File: src/rtl/switch_forwarding_engine_if.sv
// Port-side and CAM-side signal bundle of the switch forwarding engine.
// The engine connects through the master modport; port wrappers and CAM see the slave view.
interface switch_forwarding_engine_if #(
    parameter int unsigned NUMBER_OF_PORTS = 4
);
    localparam int unsigned PW = (NUMBER_OF_PORTS > 1) ? $clog2(NUMBER_OF_PORTS) : 1;

    logic [NUMBER_OF_PORTS-1:0]      port_enable_mask;
    logic [NUMBER_OF_PORTS-1:0]      port_receive_data_valid;
    logic [NUMBER_OF_PORTS-1:0][8:0] port_receive_data;
    logic [NUMBER_OF_PORTS-1:0]      port_receive_data_ready;
    logic [8:0]                      port_transmit_data;
    logic [NUMBER_OF_PORTS-1:0]      port_transmit_data_valid;
    logic [47:0]                     cam_lookup_key;
    logic                            cam_lookup_valid;
    logic                            cam_match_valid;
    logic [PW-1:0]                   cam_match_index;
    logic                            cam_no_match;
    logic [47:0]                     cam_write_key;
    logic [PW-1:0]                   cam_write_index;
    logic                            cam_write_valid;

    modport master (
        input  port_enable_mask, port_receive_data_valid, port_receive_data,
        input  cam_match_valid, cam_match_index, cam_no_match,
        output port_receive_data_ready, port_transmit_data, port_transmit_data_valid,
        output cam_lookup_key, cam_lookup_valid, cam_write_key, cam_write_index, cam_write_valid
    );

    modport slave (
        output port_enable_mask, port_receive_data_valid, port_receive_data,
        output cam_match_valid, cam_match_index, cam_no_match,
        input  port_receive_data_ready, port_transmit_data, port_transmit_data_valid,
        input  cam_lookup_key, cam_lookup_valid, cam_write_key, cam_write_index, cam_write_valid
    );
endinterface

File: src/rtl/switch_forwarding_engine.sv
// Round-robin frame forwarder: buffers the MAC header, looks up/learns via the CAM,
// then replays the header and streams the payload to the resolved egress port mask.
module switch_forwarding_engine #(
    parameter int unsigned NUMBER_OF_PORTS = 4,
    parameter int unsigned LOOKUP_TIMEOUT  = 15,
    parameter int unsigned COUNTER_WIDTH   = 32
) (
    input  logic                     clock,
    input  logic                     reset_n,
    switch_forwarding_engine_if.master bus,
    output logic [COUNTER_WIDTH-1:0] forwarded_count,
    output logic [COUNTER_WIDTH-1:0] flooded_count,
    output logic [COUNTER_WIDTH-1:0] dropped_count
);
    localparam int unsigned N  = NUMBER_OF_PORTS;
    localparam int unsigned PW = (N > 1) ? $clog2(N) : 1;
    localparam int unsigned TW = $clog2(LOOKUP_TIMEOUT + 1);
    localparam int unsigned CW = COUNTER_WIDTH;
    localparam logic [N-1:0] ONE = N'(1);

    typedef enum logic [2:0] {
        ST_IDLE, ST_HEADER, ST_LOOKUP, ST_LEARN, ST_REPLAY, ST_STREAM, ST_DRAIN
    } state_t;
    typedef enum logic [1:0] {CAT_FWD, CAT_FLD, CAT_DRP} cat_t;

    state_t           state_q, state_d;
    cat_t             cat_q, cat_d, route_cat, done_cat;
    logic [PW-1:0]    grant_q, grant_d, ptr_q, ptr_d, write_index_q, write_index_d;
    logic [3:0]       cnt_q, cnt_d;
    logic [11:0][7:0] hdr_q, hdr_d;
    logic             last_q, last_d;
    logic [N-1:0]     mask_q, mask_d, ready_q, ready_d, tx_valid_q, tx_valid_d;
    logic [TW-1:0]    timer_q, timer_d;
    logic [8:0]       tx_data_q, tx_data_d;
    logic             lookup_valid_q, lookup_valid_d, write_valid_q, write_valid_d;
    logic [47:0]      lookup_key_q, lookup_key_d, write_key_q, write_key_d;
    logic [CW-1:0]    fwd_q, fwd_d, fld_q, fld_d, drp_q, drp_d;

    logic [N-1:0] grant_oh, requests, route_mask;
    logic [8:0]   rx_byte;
    logic         rx_fire, found, start_egress, frame_done, resolved;
    int unsigned  cand;

    function automatic logic [CW-1:0] sat_inc(input logic [CW-1:0] v);
        return (v == {CW{1'b1}}) ? v : v + CW'(1);
    endfunction

    // Next-state, datapath and registered-output computation
    always_comb begin
        state_d        = state_q;
        cat_d          = cat_q;
        grant_d        = grant_q;
        ptr_d          = ptr_q;
        cnt_d          = cnt_q;
        hdr_d          = hdr_q;
        last_d         = last_q;
        mask_d         = mask_q;
        timer_d        = timer_q;
        tx_data_d      = '0;
        tx_valid_d     = '0;
        lookup_valid_d = 1'b0;
        lookup_key_d   = lookup_key_q;
        write_valid_d  = 1'b0;
        write_key_d    = write_key_q;
        write_index_d  = write_index_q;
        fwd_d          = fwd_q;
        fld_d          = fld_q;
        drp_d          = drp_q;
        route_mask     = '0;
        route_cat      = CAT_DRP;
        done_cat       = cat_q;
        found          = 1'b0;
        cand           = 0;
        start_egress   = 1'b0;
        frame_done     = 1'b0;
        resolved       = 1'b0;
        grant_oh       = ONE << grant_q;
        requests       = bus.port_receive_data_valid & bus.port_enable_mask;
        rx_byte        = bus.port_receive_data[grant_q];
        rx_fire        = bus.port_receive_data_valid[grant_q] & ready_q[grant_q];

        case (state_q)
            ST_IDLE: begin
                for (int unsigned i = 1; i <= N; i++) begin
                    cand = (32'(ptr_q) + i) % N;
                    if (!found && requests[PW'(cand)]) begin
                        found   = 1'b1;
                        grant_d = PW'(cand);
                    end
                end
                if (found) begin
                    ptr_d   = grant_d;
                    cnt_d   = '0;
                    state_d = ST_HEADER;
                end
            end
            ST_HEADER: begin
                if (rx_fire) begin
                    hdr_d[cnt_q] = rx_byte[7:0];
                    cnt_d        = cnt_q + 4'd1;
                    if (cnt_q == 4'd11) begin
                        last_d         = rx_byte[8];
                        timer_d        = '0;
                        lookup_valid_d = 1'b1;
                        lookup_key_d   = {hdr_q[0], hdr_q[1], hdr_q[2], hdr_q[3], hdr_q[4], hdr_q[5]};
                        state_d        = ST_LOOKUP;
                    end else if (rx_byte[8]) begin
                        frame_done = 1'b1;
                        done_cat   = CAT_DRP;
                        state_d    = ST_IDLE;
                    end
                end
            end
            ST_LOOKUP: begin
                timer_d  = timer_q + TW'(1);
                resolved = bus.cam_match_valid || bus.cam_no_match || (timer_q == TW'(LOOKUP_TIMEOUT));
                if (resolved) begin
                    // Group-addressed or unknown destinations flood; a hit never returns to its ingress
                    if (hdr_q[0][0] || !bus.cam_match_valid) begin
                        route_mask = bus.port_enable_mask & ~grant_oh;
                        route_cat  = CAT_FLD;
                    end else begin
                        route_mask = (ONE << bus.cam_match_index) & bus.port_enable_mask & ~grant_oh;
                        route_cat  = CAT_FWD;
                    end
                    mask_d = route_mask;
                    cat_d  = (route_mask == '0) ? CAT_DRP : route_cat;
                    if (!hdr_q[6][0]) begin
                        write_valid_d = 1'b1;
                        write_key_d   = {hdr_q[6], hdr_q[7], hdr_q[8], hdr_q[9], hdr_q[10], hdr_q[11]};
                        write_index_d = grant_q;
                        state_d       = ST_LEARN;
                    end else begin
                        start_egress = 1'b1;
                    end
                end
            end
            ST_LEARN: start_egress = 1'b1;
            ST_REPLAY: begin
                if (cnt_q == 4'd11) begin
                    frame_done = last_q;
                    state_d    = last_q ? ST_IDLE : ST_STREAM;
                end else begin
                    cnt_d      = cnt_q + 4'd1;
                    tx_data_d  = {last_q && (cnt_q == 4'd10), hdr_q[cnt_q + 4'd1]};
                    tx_valid_d = mask_q;
                end
            end
            ST_STREAM: begin
                if (rx_fire) begin
                    tx_data_d  = rx_byte;
                    tx_valid_d = mask_q;
                    if (rx_byte[8]) begin
                        frame_done = 1'b1;
                        state_d    = ST_IDLE;
                    end
                end
            end
            ST_DRAIN: begin
                if (rx_fire && rx_byte[8]) begin
                    frame_done = 1'b1;
                    state_d    = ST_IDLE;
                end
            end
            default: state_d = ST_IDLE;
        endcase

        // First header byte goes out on the cycle after the route is known
        if (start_egress) begin
            done_cat = cat_d;
            if (mask_d == '0) begin
                frame_done = last_q;
                state_d    = last_q ? ST_IDLE : ST_DRAIN;
            end else begin
                cnt_d      = '0;
                tx_data_d  = {1'b0, hdr_q[0]};
                tx_valid_d = mask_d;
                state_d    = ST_REPLAY;
            end
        end

        if (frame_done) begin
            case (done_cat)
                CAT_FWD: fwd_d = sat_inc(fwd_q);
                CAT_FLD: fld_d = sat_inc(fld_q);
                default: drp_d = sat_inc(drp_q);
            endcase
        end

        ready_d = '0;
        if (state_d == ST_HEADER || state_d == ST_STREAM || state_d == ST_DRAIN) begin
            ready_d = ONE << grant_d;
        end
    end

    always_ff @(posedge clock or negedge reset_n) begin
        if (!reset_n) begin
            state_q        <= ST_IDLE;
            cat_q          <= CAT_FWD;
            grant_q        <= '0;
            ptr_q          <= PW'(N - 1);
            cnt_q          <= '0;
            hdr_q          <= '0;
            last_q         <= 1'b0;
            mask_q         <= '0;
            timer_q        <= '0;
            ready_q        <= '0;
            tx_data_q      <= '0;
            tx_valid_q     <= '0;
            lookup_valid_q <= 1'b0;
            lookup_key_q   <= '0;
            write_valid_q  <= 1'b0;
            write_key_q    <= '0;
            write_index_q  <= '0;
            fwd_q          <= '0;
            fld_q          <= '0;
            drp_q          <= '0;
        end else begin
            state_q        <= state_d;
            cat_q          <= cat_d;
            grant_q        <= grant_d;
            ptr_q          <= ptr_d;
            cnt_q          <= cnt_d;
            hdr_q          <= hdr_d;
            last_q         <= last_d;
            mask_q         <= mask_d;
            timer_q        <= timer_d;
            ready_q        <= ready_d;
            tx_data_q      <= tx_data_d;
            tx_valid_q     <= tx_valid_d;
            lookup_valid_q <= lookup_valid_d;
            lookup_key_q   <= lookup_key_d;
            write_valid_q  <= write_valid_d;
            write_key_q    <= write_key_d;
            write_index_q  <= write_index_d;
            fwd_q          <= fwd_d;
            fld_q          <= fld_d;
            drp_q          <= drp_d;
        end
    end

    assign bus.port_receive_data_ready  = ready_q;
    assign bus.port_transmit_data       = tx_data_q;
    assign bus.port_transmit_data_valid = tx_valid_q;
    assign bus.cam_lookup_key           = lookup_key_q;
    assign bus.cam_lookup_valid         = lookup_valid_q;
    assign bus.cam_write_key            = write_key_q;
    assign bus.cam_write_index          = write_index_q;
    assign bus.cam_write_valid          = write_valid_q;
    assign forwarded_count              = fwd_q;
    assign flooded_count                = fld_q;
    assign dropped_count                = drp_q;
endmodule

File: src/flat_wrapper.sv
// flat-port wrapper written by rule: the top's interface ports become plain ports
module switch_forwarding_engine_flat 
#(
    parameter int unsigned NUMBER_OF_PORTS = 4,
    parameter int unsigned LOOKUP_TIMEOUT  = 15,
    parameter int unsigned COUNTER_WIDTH   = 32
)
  (clock, reset_n, forwarded_count, flooded_count, dropped_count, bus_port_enable_mask, bus_port_receive_data_valid, bus_port_receive_data, bus_cam_match_valid, bus_cam_match_index, bus_cam_no_match, bus_port_receive_data_ready, bus_port_transmit_data, bus_port_transmit_data_valid, bus_cam_lookup_key, bus_cam_lookup_valid, bus_cam_write_key, bus_cam_write_index, bus_cam_write_valid);
  switch_forwarding_engine_if #(.NUMBER_OF_PORTS(NUMBER_OF_PORTS)) bus_i ();
  input  logic clock;
  input  logic reset_n;
  output logic [COUNTER_WIDTH-1:0] forwarded_count;
  output logic [COUNTER_WIDTH-1:0] flooded_count;
  output logic [COUNTER_WIDTH-1:0] dropped_count;
  input wire logic [$bits(bus_i.port_enable_mask)-1:0] bus_port_enable_mask;
  input wire logic [$bits(bus_i.port_receive_data_valid)-1:0] bus_port_receive_data_valid;
  input wire logic [$bits(bus_i.port_receive_data)-1:0] bus_port_receive_data;
  input wire logic [$bits(bus_i.cam_match_valid)-1:0] bus_cam_match_valid;
  input wire logic [$bits(bus_i.cam_match_index)-1:0] bus_cam_match_index;
  input wire logic [$bits(bus_i.cam_no_match)-1:0] bus_cam_no_match;
  output wire logic [$bits(bus_i.port_receive_data_ready)-1:0] bus_port_receive_data_ready;
  output wire logic [$bits(bus_i.port_transmit_data)-1:0] bus_port_transmit_data;
  output wire logic [$bits(bus_i.port_transmit_data_valid)-1:0] bus_port_transmit_data_valid;
  output wire logic [$bits(bus_i.cam_lookup_key)-1:0] bus_cam_lookup_key;
  output wire logic [$bits(bus_i.cam_lookup_valid)-1:0] bus_cam_lookup_valid;
  output wire logic [$bits(bus_i.cam_write_key)-1:0] bus_cam_write_key;
  output wire logic [$bits(bus_i.cam_write_index)-1:0] bus_cam_write_index;
  output wire logic [$bits(bus_i.cam_write_valid)-1:0] bus_cam_write_valid;
  assign bus_i.port_enable_mask = bus_port_enable_mask;
  assign bus_i.port_receive_data_valid = bus_port_receive_data_valid;
  assign bus_i.port_receive_data = bus_port_receive_data;
  assign bus_i.cam_match_valid = bus_cam_match_valid;
  assign bus_i.cam_match_index = bus_cam_match_index;
  assign bus_i.cam_no_match = bus_cam_no_match;
  assign bus_port_receive_data_ready = bus_i.port_receive_data_ready;
  assign bus_port_transmit_data = bus_i.port_transmit_data;
  assign bus_port_transmit_data_valid = bus_i.port_transmit_data_valid;
  assign bus_cam_lookup_key = bus_i.cam_lookup_key;
  assign bus_cam_lookup_valid = bus_i.cam_lookup_valid;
  assign bus_cam_write_key = bus_i.cam_write_key;
  assign bus_cam_write_index = bus_i.cam_write_index;
  assign bus_cam_write_valid = bus_i.cam_write_valid;
  switch_forwarding_engine #(.NUMBER_OF_PORTS(NUMBER_OF_PORTS), .LOOKUP_TIMEOUT(LOOKUP_TIMEOUT), .COUNTER_WIDTH(COUNTER_WIDTH)) u_core (.clock(clock), .reset_n(reset_n), .bus(bus_i), .forwarded_count(forwarded_count), .flooded_count(flooded_count), .dropped_count(dropped_count));
endmodule
File: config.mk
export PLATFORM = sky130hd
export DESIGN_NAME = switch_forwarding_engine_flat
export DESIGN_NICKNAME = d
export VERILOG_FILES = /design/src/rtl/switch_forwarding_engine_if.sv /design/src/rtl/switch_forwarding_engine.sv /design/src/flat_wrapper.sv
export SDC_FILE = /design/constraint.sdc
export NUM_CORES = 1
export LEC_CHECK = 0
export BUFFER_PORTS_ARGS = -buffer_cell sky130_fd_sc_hd__buf_2
export CAP_MARGIN = 15
export CORE_ASPECT_RATIO = 1.4
export CORE_UTILIZATION = 60
export DETAILED_ROUTE_END_ITERATION = 16
export GPL_ROUTABILITY_DRIVEN = 1
export HOLD_SLACK_MARGIN = 0.08
export PLACE_DENSITY = 0.95
export SLEW_MARGIN = 20
export SYNTH_ARGS = -nofsm -noshare
export SYNTH_HDL_FRONTEND = slang
export SYNTH_SLANG_ARGS = --single-unit
File: constraint.sdc
create_clock -name clock -period 6.1 [get_ports clock]
set_input_delay 0.61 -clock clock [delete_from_list [all_inputs] [get_ports clock]]
set_output_delay 0.61 -clock clock [all_outputs]
set_load 0.03 [all_outputs]
==> metrics.txt <==
max-cap violation count=0; Total Wirelength=39.1 mm; num rows=between 60 and 70; Worst VDD drop=0.000295 V; Seq/Total Area, Yosys=0.546; Antenna Nets Post-Route=0; Clock Sinks=330; DRT iter0 DRCs=between 800 and 900; final non-filler cell total=about 1800; Lkg Pwr=between 9 and 10 nW; Top Ports=263; Initial Utilization=0.613; root buffer cell=clkbuf_16; delay of the slowest critical-path stage=slightly below 0.9 ns; synthesis-stage register bit count=between 300 and 400; slowest stage cell, crit path=dfrtp_1; P per Cell Area=333 nW/µm²; Final #Nets=about 1500; Max-slew headroom=0.332; deepest clock path buffer count=3; most frequent cells after synthesis=328 x dfrtp_1, 201 x mux2_2, 78 x nand2_1; fraction of layout cells with a size suffix above 1=0.391; first-pass GRT wire length=between 60 and 70 mm; Worst-Skew Late Latency=about 0.58 ns; DRT Pass-1 Iters=5; asr flop ratio synth=1.00; largest area contributor in the netlist=dfrtp_1; total track usage=0.305; Setup crit start kind=register; CTS tree=done; f_max=between 0.2 and 0.25 GHz; CP max FO=29; fin crit share=0.668; Slew Limit Fails=0; Cell Chain, Critical Path=inv_1 > mux4_2 > nor3_2 > a31o_2 > and2_1 > and4_1 > nand3_1 > xnor2_1; Synth top area share=0.542; Avg WL per Cell=22.0 µm; DIE AREA=25900 µm²; Max Clock Skew=0.0149 ns; Synth Instances=1194; Final Hold Fails=0; GRT overflow=0; largest net degree at the start of global routing=around 110; Yosys warnings=0; final setup violating endpoints=0; DPL Wire Length=around 27 mm; Synth Cell Area=around 15000 µm²; critical path class=register to register; Post-Route Setup TNS=0 ns; crit path time final=4.08 ns; Core Area=24700 µm²; GP Congestion=0.892; mean number of vias per cell=just over 6; Syn Nets=approximately 1300; Syn Area/Cell=12.7 µm²; Worst-Margin Slew=approximately 1.0 ns; Die H=around 190 µm; Die X=around 140 µm; cts repair resizes=0; total power=a little under 0.006 W; HP Class=input port to register; largest cells by area after synthesis=dfrtp_1 54%, mux2_2 15%, mux4_2 5.2%; dpl cells=1718; Vias=between 10000 and 15000; Worst-path clk slew=0.07 ns; Worst EP arrival=~4.5 ns; port bufs=about 260; RSZ-0062 raised after global routing=no; residual DRC count=0; Yosys cell types=between 60 and 70; Synth Flop Type=dfrtp_1; H-tree Lvls=1; count leader, synth=dfrtp_1; number of synthesized flops with an enable pin=0; Syn-to-layout area delta=17.0%; outcome=completed; initial antenna violation count=5; CTS Buf Count=31; Filler Cell Count=1595; vias in the first global route=~11000; crit end category=register; Required @ worst endpoint=approximately 6.6 ns
-- worst max-delay path, delay by kind of cell, from the launching register on --
| family | cells | cell delay [ns] |
|---|---|---|
| simple gates | 4 | 1.84 |
| flops | 1 | 0.88 |
| mux | 1 | 0.43 |
| xor+xnor | 1 | 0.29 |
| compound gates | 1 | 0.26 |
| buf+inv | 1 | 0.25 |
-- logic make-up (layout without fill, tap and decap cells) --
group / after synthesis / count (layout) / share of synthesized area
compound gates: 90 / 90 / 0.0418
xor+xnor: 100 / 100 / 0.0579
fa+ha+maj: 8 / 8 / 0.00661
buf+inv: 74 / 342 / 0.0211
flops: 330 / 330 / 0.546
mux: 238 / 238 / 0.203
other cells: 1 / 4 / 0.000248
simple gates: 353 / 353 / 0.124
-- placed cells by master (no fill, tap or decap), types with 9 or more instances in the layout --
cell / n
dfrtp_1: 328
buf_2: 260
mux2_2: 201
nand2_1: 78
xnor2_1: 67
nand3_1: 55
nor2_1: 49
nand4_1: 41
and3_1: 37
mux4_2: 35
xor2_1: 33
clkbuf_16: 31
nor3_1: 23
a21oi_1: 20
o21ai_0: 14
and4_1: 13
and2_1: 12
inv_1: 11
nand2b_1: 9
nor2b_1: 9
a31oi_1: 9
buf_4: 9
-- stage by stage --
stage	setup slack (ns)	instance area, µm²	utilization	hold slack, ns
finish	2.02	17700	0.718	0.444
global route	1.74	17700	0.718	0.430
CTS	2.04	17700	0.717	0.407
detailed placement	2.08	16700	0.676	0.479
global placement	2.23	16700	0.676	0.461
floorplan	2.74	15100	-	0.314
-- registers in the layout, summed over array words and instances, names as in the netlist, 9 cells and up --
| register | flops |
|---|---|
| u_core.bus.cam_lookup_key | 48 |
| u_core.bus.cam_write_key | 47 |
| u_core.bus.port_transmit_data | 9 |
| u_core.dropped_count | 32 |
| u_core.flooded_count | 32 |
| u_core.forwarded_count | 32 |
| u_core.hdr_q | 96 |
-- final cells by class --
type                            count  area, µm²  area share
Clock inverter                     17        165     0.00933
Multi-Input combinational cell    790       6570       0.371
Sequential cell                   330       8260       0.466
Tap cell                          315        394      0.0223
Timing Repair Buffer              272       1410      0.0798
Inverter                           12       45.0     0.00254
Antenna cell                        3       7.51    0.000424
Clock buffer                       41        853      0.0482
-- worst paths after layout --
check                      slack, ns                                  endpoint  cells past startpoint                                    from
max                             2.02    u_core.forwarded_count[11]$_DFFE_PN0P_                      8             u_core.grant_q[0]$_DFF_PN0_
min                             0.44                u_core.mask_q[1]$_DFF_PN0_                      3                 bus_port_enable_mask[1]
max reg2reg                     2.02    u_core.forwarded_count[11]$_DFFE_PN0P_                      8             u_core.grant_q[0]$_DFF_PN0_
min reg2reg                     0.49    u_core.forwarded_count[10]$_DFFE_PN0P_                      1  u_core.forwarded_count[10]$_DFFE_PN0P_
max in group asynchronous       4.03  u_core.bus.cam_lookup_key[7]$_DFFE_PN0P_                      3                                 reset_n
min in group asynchronous       0.65       u_core.dropped_count[3]$_DFFE_PN0P_                      2                                 reset_n
-- per-layer routing --
layer,part of all wire,track usage,vias up,routed length [µm]
li1,-,-,4824,-
met1,0.38,0.391,5550,15000
met2,0.50,0.507,515,19600
met3,0.066,0.0432,128,2590
met4,0.050,0.153,4,1950
met5,0.00074,0,-,29
-- power by group --
| part | internal (W) | total (W) | leakage [nW] | switching [W] |
|---|---|---|---|---|
| Combinational | 0.000565 | 0.00134 | 4.11 | 0.000778 |
| Sequential | 0.00237 | 0.00262 | 4.52 | 0.000250 |
| Clock | 0.00105 | 0.00194 | 0.487 | 0.000888 |
| Total | 0.00398 | 0.00590 | 9.12 | 0.00192 |
-- what timing repair did --
action	CTS	global route
setup endpoints to repair	0	0
hold endpoints to repair	4	0
buffers inserted	0	0
hold buffers	1	0
(Power assumes the default switching activity.)
